**src/rtl/lcd_pkg.sv**
```systemverilog
// Shared LCD timing defaults, colour constants and RGB helpers.
// Used by the scan driver and the sprite pixel generators.
package lcd_pkg;

    localparam int COORD_W = 12;
    localparam int RGB_W   = 24;

    localparam int H_ACTIVE_DEF    = 800;
    localparam int H_FP_DEF        = 40;
    localparam int H_SYNC_DEF      = 128;
    localparam int H_BP_DEF        = 88;
    localparam int V_ACTIVE_DEF    = 480;
    localparam int V_FP_DEF        = 1;
    localparam int V_SYNC_DEF      = 3;
    localparam int V_BP_DEF        = 21;
    localparam int PIX_LATENCY_DEF = 3;

    localparam logic [RGB_W-1:0] BG_COLOR_DEF = 24'h000000;
    localparam logic [RGB_W-1:0] BORDER_COLOR = 24'hFFFFFF;

    // Replicate the MSBs into the low bits so full-scale 565 maps to 0xFF.
    function automatic logic [RGB_W-1:0] rgb565_to_888(input logic [15:0] c);
        return {c[15:11], c[15:13], c[10:5], c[10:9], c[4:0], c[4:2]};
    endfunction

endpackage

```
**src/rtl/sig_delay.sv**
```systemverilog
// Fixed-depth shift register whose stages reset to a given value.
// Keeps panel controls aligned with the sprite pipeline latency.
module sig_delay
    import lcd_pkg::*;
#(
    parameter int               WIDTH     = 1,
    parameter int               DEPTH     = 1,
    parameter logic [WIDTH-1:0] RESET_VAL = '0
) (
    input  logic             clk,
    input  logic             rst_n,
    input  logic [WIDTH-1:0] din,
    output logic [WIDTH-1:0] dout
);

    if (DEPTH < 1) begin : g_bad_depth
        $error("sig_delay: DEPTH must be at least 1");
    end

    logic [WIDTH-1:0] sr [DEPTH];

    always_ff @(posedge clk or negedge rst_n) begin
        if (!rst_n) begin
            for (int i = 0; i < DEPTH; i++) begin
                sr[i] <= RESET_VAL;
            end
        end else begin
            sr[0] <= din;
            for (int i = 1; i < DEPTH; i++) begin
                sr[i] <= sr[i-1];
            end
        end
    end

    assign dout = sr[DEPTH-1];

endmodule

```
**src/rtl/lcd_scan_driver.sv**
```systemverilog
// Raster counter and panel pin driver; aligns sprite responses with
// DE/HSYNC/VSYNC and substitutes the background colour.
module lcd_scan_driver
    import lcd_pkg::*;
#(
    parameter int               H_ACTIVE    = H_ACTIVE_DEF,
    parameter int               H_FP        = H_FP_DEF,
    parameter int               H_SYNC      = H_SYNC_DEF,
    parameter int               H_BP        = H_BP_DEF,
    parameter int               V_ACTIVE    = V_ACTIVE_DEF,
    parameter int               V_FP        = V_FP_DEF,
    parameter int               V_SYNC      = V_SYNC_DEF,
    parameter int               V_BP        = V_BP_DEF,
    parameter int               PIX_LATENCY = PIX_LATENCY_DEF,
    parameter logic [RGB_W-1:0] BG_COLOR    = BG_COLOR_DEF
) (
    input  logic               clk,
    input  logic               rst_n,
    input  logic               scan_en,
    output logic [COORD_W-1:0] lcd_xpos,
    output logic [COORD_W-1:0] lcd_ypos,
    input  logic [RGB_W-1:0]   sprite_pixel,
    input  logic               sprite_valid,
    output logic               lcd_de,
    output logic               lcd_hsync,
    output logic               lcd_vsync,
    output logic [RGB_W-1:0]   lcd_data,
    output logic               frame_start
);

    localparam int H_TOTAL = H_ACTIVE + H_FP + H_SYNC + H_BP;
    localparam int V_TOTAL = V_ACTIVE + V_FP + V_SYNC + V_BP;

    if (H_TOTAL > 4096 || V_TOTAL > 4096) begin : g_bad_timing
        $error("lcd_scan_driver: H_TOTAL and V_TOTAL must be <= 4096");
    end
    if (PIX_LATENCY < 1) begin : g_bad_latency
        $error("lcd_scan_driver: PIX_LATENCY must be at least 1");
    end

    // One extra bit so a sync end equal to 4096 still compares correctly.
    localparam logic [12:0] H_ACT = 13'(H_ACTIVE);
    localparam logic [12:0] HS_LO = 13'(H_ACTIVE + H_FP);
    localparam logic [12:0] HS_HI = 13'(H_ACTIVE + H_FP + H_SYNC);
    localparam logic [12:0] V_ACT = 13'(V_ACTIVE);
    localparam logic [12:0] VS_LO = 13'(V_ACTIVE + V_FP);
    localparam logic [12:0] VS_HI = 13'(V_ACTIVE + V_FP + V_SYNC);

    localparam logic [COORD_W-1:0] X_LAST = COORD_W'(H_TOTAL - 1);
    localparam logic [COORD_W-1:0] Y_LAST = COORD_W'(V_TOTAL - 1);

    logic [12:0] x_ext;
    logic [12:0] y_ext;
    logic        de_raw;
    logic        hs_raw;
    logic        vs_raw;
    logic [2:0]  ctl_d;
    logic        de_d;
    logic        hs_d;
    logic        vs_d;

    always_ff @(posedge clk or negedge rst_n) begin
        if (!rst_n) begin
            lcd_xpos <= '0;
            lcd_ypos <= '0;
        end else if (!scan_en) begin
            lcd_xpos <= '0;
            lcd_ypos <= '0;
        end else if (lcd_xpos == X_LAST) begin
            lcd_xpos <= '0;
            lcd_ypos <= (lcd_ypos == Y_LAST) ? '0 : lcd_ypos + 1'b1;
        end else begin
            lcd_xpos <= lcd_xpos + 1'b1;
        end
    end

    assign x_ext = {1'b0, lcd_xpos};
    assign y_ext = {1'b0, lcd_ypos};

    always_comb begin
        de_raw = 1'b0;
        hs_raw = 1'b1;
        vs_raw = 1'b1;
        if (scan_en) begin
            de_raw = (x_ext < H_ACT) && (y_ext < V_ACT);
            hs_raw = !((x_ext >= HS_LO) && (x_ext < HS_HI));
            vs_raw = !((y_ext >= VS_LO) && (y_ext < VS_HI));
        end
    end

    sig_delay #(
        .WIDTH     (3),
        .DEPTH     (PIX_LATENCY),
        .RESET_VAL (3'b011)
    ) u_ctl_dly (
        .clk   (clk),
        .rst_n (rst_n),
        .din   ({de_raw, hs_raw, vs_raw}),
        .dout  (ctl_d)
    );

    assign de_d = ctl_d[2];
    assign hs_d = ctl_d[1];
    assign vs_d = ctl_d[0];

    always_ff @(posedge clk or negedge rst_n) begin
        if (!rst_n) begin
            lcd_de      <= 1'b0;
            lcd_hsync   <= 1'b1;
            lcd_vsync   <= 1'b1;
            lcd_data    <= '0;
            frame_start <= 1'b0;
        end else begin
            lcd_de      <= de_d;
            lcd_hsync   <= hs_d;
            lcd_vsync   <= vs_d;
            if (!de_d) begin
                lcd_data <= '0;
            end else if (sprite_valid) begin
                lcd_data <= sprite_pixel;
            end else begin
                lcd_data <= BG_COLOR;
            end
            frame_start <= scan_en && (lcd_xpos == '0) && (lcd_ypos == '0);
        end
    end

endmodule

```
**config.mk**
```make
export PLATFORM = sky130hd
export DESIGN_NAME = lcd_scan_driver
export DESIGN_NICKNAME = d
export VERILOG_FILES = /design/src/rtl/lcd_pkg.sv /design/src/rtl/sig_delay.sv /design/src/rtl/lcd_scan_driver.sv
export SDC_FILE = /design/constraint.sdc
export NUM_CORES = 1
export LEC_CHECK = 0
export BUFFER_PORTS_ARGS = -buffer_cell sky130_fd_sc_hd__buf_2
export CELL_PAD_IN_SITES_DETAIL_PLACEMENT = 1
export CELL_PAD_IN_SITES_GLOBAL_PLACEMENT = 2
export CORE_MARGIN = 2
export CORE_UTILIZATION = 34
export CTS_CLUSTER_SIZE = 14
export DETAILED_ROUTE_END_ITERATION = 10
export GPL_TIMING_DRIVEN = 0
export HOLD_SLACK_MARGIN = 0.1
export PLACE_DENSITY_LB_ADDON = 0.1
export SETUP_SLACK_MARGIN = 0.4
export SYNTH_ARGS = -nofsm -noshare
export SYNTH_HDL_FRONTEND = slang
export SYNTH_SLANG_ARGS = --single-unit
export TNS_END_PERCENT = 1
```
**constraint.sdc**
```tcl
create_clock -name clk -period 4.49 [get_ports clk]
set_input_delay 0.6735 -clock clk [delete_from_list [all_inputs] [get_ports clk]]
set_output_delay 0.6735 -clock clk [all_outputs]
set_load 0.01 [all_outputs]
```
Word-level counts from Yosys, hierarchy flattened
Cells that the tools add are included.
{"block": "totals", "input_bits": 28, "ff_bits": 61, "output_inout_bits": 52, "wordCells": 40}
{"block": "classes", "n_lt_le_gt_ge": 6, "muxes": 10, "n_reduce_logical": 9, "n_addsub": 2, "n_eq_ne": 3}
{"cell": "12-bit 2-to-1 mux", "n": 5}
{"cell": "24-bit 2-to-1 mux", "n": 2}
{"cell": "12-bit by 1-bit adder with 12-bit output (second input constant)", "n": 2}
{"cell": "12-bit logical NOT", "n": 2}
{"cell": "12-bit by 10-bit less-than comparator with 1-bit output (second input constant)", "n": 2}
{"cell": "12-bit by 9-bit less-than comparator with 1-bit output (second input constant)", "n": 2}
{"cell": "12-bit by 11-bit equality test with 1-bit output (second input constant)", "n": 1}
{"cell": "12-bit by 9-bit equality test with 1-bit output (second input constant)", "n": 1}
{"cell": "12-bit by 10-bit greater-or-equal comparator with 1-bit output (second input constant)", "n": 1}
{"cell": "12-bit by 9-bit greater-or-equal comparator with 1-bit output (second input constant)", "n": 1}
{"cell": "1-bit logical AND", "n": 5}
{"cell": "1-bit 2-to-1 mux", "n": 3}
{"cell": "1-bit logical NOT", "n": 2}
{"cell": "2-bit by 1-bit inequality test with 1-bit output (second input constant)", "n": 1}

Logic depth before layout (Yosys ltp)
{"block": "logic_depth", "depth_word": 4, "ltp_mapped": 6, "ltp_nobuf": 6}

Cells and area by module
From an unflattened synthesis, not the netlist that was laid out.
{"block": "unflattened", "cells_unflattened": 237, "hier_area_um2": 2641.3}
{"mod": "lcd_scan_driver", "cells_per_inst": 225, "instances": 1, "area_per_inst_um2": 2386.0, "seq_area_each_um2": 1303.8}
{"mod": "sig_delay", "cells_per_inst": 12, "instances": 1, "area_per_inst_um2": 255.2, "seq_area_each_um2": 232.7}

Least setup slack after synthesis
Ideal clock, no wire load.
{"block": "synth_timing", "kind": "input to register", "start": "input port scan_en", "end": "register lcd_ypos[6]", "required_time_ns": 4.408, "setup_ns": 0.082, "slack_ns": 2.818, "n_path_buf": 1, "cell_stages": 5, "arrival_time_ns": 1.590, "cell_sequence": "buf_2 > inv_1 > nor4_1 > a41oi_1 > a31oi_1"}
{"block": "synth_between", "elab_chain_cells": 1, "word_cells_on_any_way": 2, "cone_classes": "1 x eq/ne; 1 x mux"}
{"item": "from (decl)", "line": "lcd_scan_driver.sv:19", "source": "input logic scan_en,"}
{"item": "2-bit by 1-bit inequality test with 1-bit output (no source line) or 12-bit 2-to-1 mux (tied branches)"}
{"item": "to (signal assigned)", "line": "lcd_scan_driver.sv:71", "source": "lcd_ypos <= (lcd_ypos == Y_LAST) ? '0 : lcd_ypos + 1'b1;"}
{"item": "to (decl)", "line": "lcd_scan_driver.sv:21", "source": "output logic [COORD_W-1:0] lcd_ypos,"}
Several ways; a longest one is shown, not always the timed one.
A chain may end at the register's enable or synchronous reset.

Worst setup path after layout
{"block": "layout_timing", "start": "register lcd_xpos[0]", "end": "register lcd_ypos[4]"}
{"block": "layout_between", "elab_chain_cells": 2}
{"item": "from (decl)", "line": "lcd_scan_driver.sv:20", "source": "output logic [COORD_W-1:0] lcd_xpos,"}
{"item": "from (signal assigned)", "line": "lcd_scan_driver.sv:73", "source": "lcd_xpos <= lcd_xpos + 1'b1;"}
{"item": "12-bit by 11-bit equality test with 1-bit output", "line": "lcd_scan_driver.sv:69", "source": "end else if (lcd_xpos == X_LAST) begin"}
{"item": "2-bit by 1-bit inequality test with 1-bit output (no source line)"}
Every way passes these cells.

==> metrics.yaml <==
ios: 80
worst_slew_pin_slew_ps: 871
h-tree-depth: 3
ys_types: 44
timing.final.hold_violations: 0
place.gp.congestion: 0.744
synth_edf_count: 0
crit_fanout: 7
synth-async-reset-ratio_pct: 100
fin_tns_setup_ps: 0
drc: 0
postSynthAreaPerCell_um2: 11.2
powerDensity_nw_per_um2: 341
crit_arrival_ps: 2250
min_period_over_period_pct: 44.8
start_kind: "flip-flop"
antenna_found_initial: 0
antenna_left: 0
syn_nets: 267
synth-seq-area-share_pct: 58.7
cp_cell_sequence: "ha_1 > and4_4 > a41oi_1 > a22oi_1 > o31ai_1"
stdcell_count: 431
critPathCaptureType: "flip-flop"
synth_area_um2: 2620
r2r_slack_ps: 2480
path_class: "reg -> reg"
area_growth_syn_to_layout_pct: 28.3
hold_path_class: "in -> async"
outcome: "complete, no violations"
synth_seq_cells: 61
track_usage_pct: 17.1
yosys-top-cells-area: "dfrtp_1 51%, dfstp_2 8.0%, and3_1 6.2%, ha_1 2.4%, xnor2_1 2.3%"
synth_top_area_share_pct: 50.6
grt_pass1_wl_um: 11200
finalSetupViolCount: 0
nets: 357
coreArea_um2: 7610
routed_wl_um: 6660
cpPeakStageDelay_ps: 730
die_h_um: 91.8
slowest_stage: "a41oi_1"
ys_top_cells_by_count: "53 x dfrtp_1, 26 x and3_1, 16 x nor2_1, 15 x nand2_1, 12 x nand3_1"
clockBufferDepth: 2
synthMostInstantiatedCell: "dfrtp_1"
synth.largest_area_cell: "dfrtp_1"
syn_inst: 234
drt-pass1-iter-count: 4
ys.flop_type: "dfrtp_1"
cts.reportedPaths.clkPinSlew_ps: 70
place_inst: 415
cts_tree: "built"
die_x_um: 91.8
relSlewSlack_pct: 41.2
drt_iter0_markers: 56
antenna_cells: 0
fin_skew_ps: 6.43
drive_gt1_share_pct: 34.7
port_buffers: 78
vias_per_cell: 4.97
yosys_warnings: 0
grt_remaining_overflow: 0
post_cts_buffers: 0
leakagePower_uw: 0.00171
initial_core_util_pct: 34.4
root_buffer: "clkbuf_8"
rsz0062_at_grt: "no"
cts_inserted_buffers: 9
fmaxAchievable_mhz: 498
grt_pass1_vias: 2118
grt_max_degree: 40
rows: 32
cts_sinks: 61
maxSlewViolCount: 0
cap_violations: 0
post-route-min-period_ps: 2010
cts_resized: 0
clock_latency_ps: 330
peakVddDrop_mv: 0.121
ctsHoldBuffers: 0
drt-wirelength-per-cell_um: 15.5
dp.final_hpwl_um: 4780
finalPower_uw: 1140
num_vias: 2141
dieArea_um2: 8420
required_ps: 4730
[critical path: cells and delay by family (launching register included)]
kind,cells,cell delay [ps]
compound gates,3,1030
simple gates,1,180
fa+ha+maj,1,270
flops,1,430
[layout make-up]
cell class	instances	area, µm²
clock inverter	4	47.5
tap	102	128
buffer	11	56.3
inverter	11	41.3
clock buffer	12	155
timing repair buffer	79	410
fill	889	4250
multi-input combinational	151	985
sequential	61	1540
[placed cells by master, fill, tap and decap left out, drive strengths merged, types with 3 or more instances in the layout]
cell type and instances:
o21ai 4, a21oi 5, a31oi 3, nor3 5, nor4 4, and2 6, a41oi 3, nand2 16
buf 84, clkbuf 18, and4 5, dfstp 8, xor2 4, nand4 7, dfrtp 53, xnor2 7
and3 26, nand3 13, o31ai 4, inv 11, nor2 16, ha 5
[path summary, 6_finish.rpt]
kind,from,endpoint,cells after the start
min reg2reg,u_ctl_dly.sr[5],u_ctl_dly.dout[2],0
max,lcd_xpos[0],lcd_ypos[4],5
max in group asynchronous,rst_n,u_ctl_dly.sr[6],2
max reg2reg,lcd_xpos[0],lcd_ypos[4],5
min,rst_n,lcd_data[4],1
min in group clk,u_ctl_dly.sr[5],u_ctl_dly.dout[2],0
[cell families (layout without fill, tap and decap cells)]
group                      Yosys count  after routing  share of synthesized area (%)
AOI/OAI and AO/OA                   28             28                           7.93
and+or+nand+nor                    107            107                           23.6
adders and majority gates            5              5                           2.39
DFF                                 61             61                           58.7
xor gates and xnor gates            11             11                           3.68
buffers and inverters               22            117                           3.73
[stage by stage]
stage          hold WS (ps)  area, µm²  util (%)  worst slack [ps]
2_1_floorplan           331       2620         -              2820
3_3_place_gp            335       3140      41.2              2170
3_5_place_dp            336       3160      41.5              2160
4_1_cts                 329       3360      44.2              2370
5_1_grt                 343       3360      44.2              2280
6_report                322       3360      44.2              2480
[state kept, by name, indices dropped and copies added (netlist names)]
signal          flops
frame_start         1
lcd_data           24
lcd_de              1
lcd_hsync           1
lcd_vsync           1
lcd_xpos           12
lcd_ypos           12
u_ctl_dly.dout      3
u_ctl_dly.sr        6
[layer usage]
metal	track usage [%]	share of wire, %
met1	23.7	47
met2	25.6	46
met3	3.78	5.4
met4	7.84	1.5
met5	0	0
[power breakdown]
| group | internal, µW | switching [µW] | total [µW] |
|---|---|---|---|
| clock | 285 | 219 | 504 |
| combinational | 28.8 | 42.9 | 71.7 |
| sequential | 563 | 5.49 | 568 |
| total | 877 | 267 | 1140 |
Power figures use the tool's default switching activity.
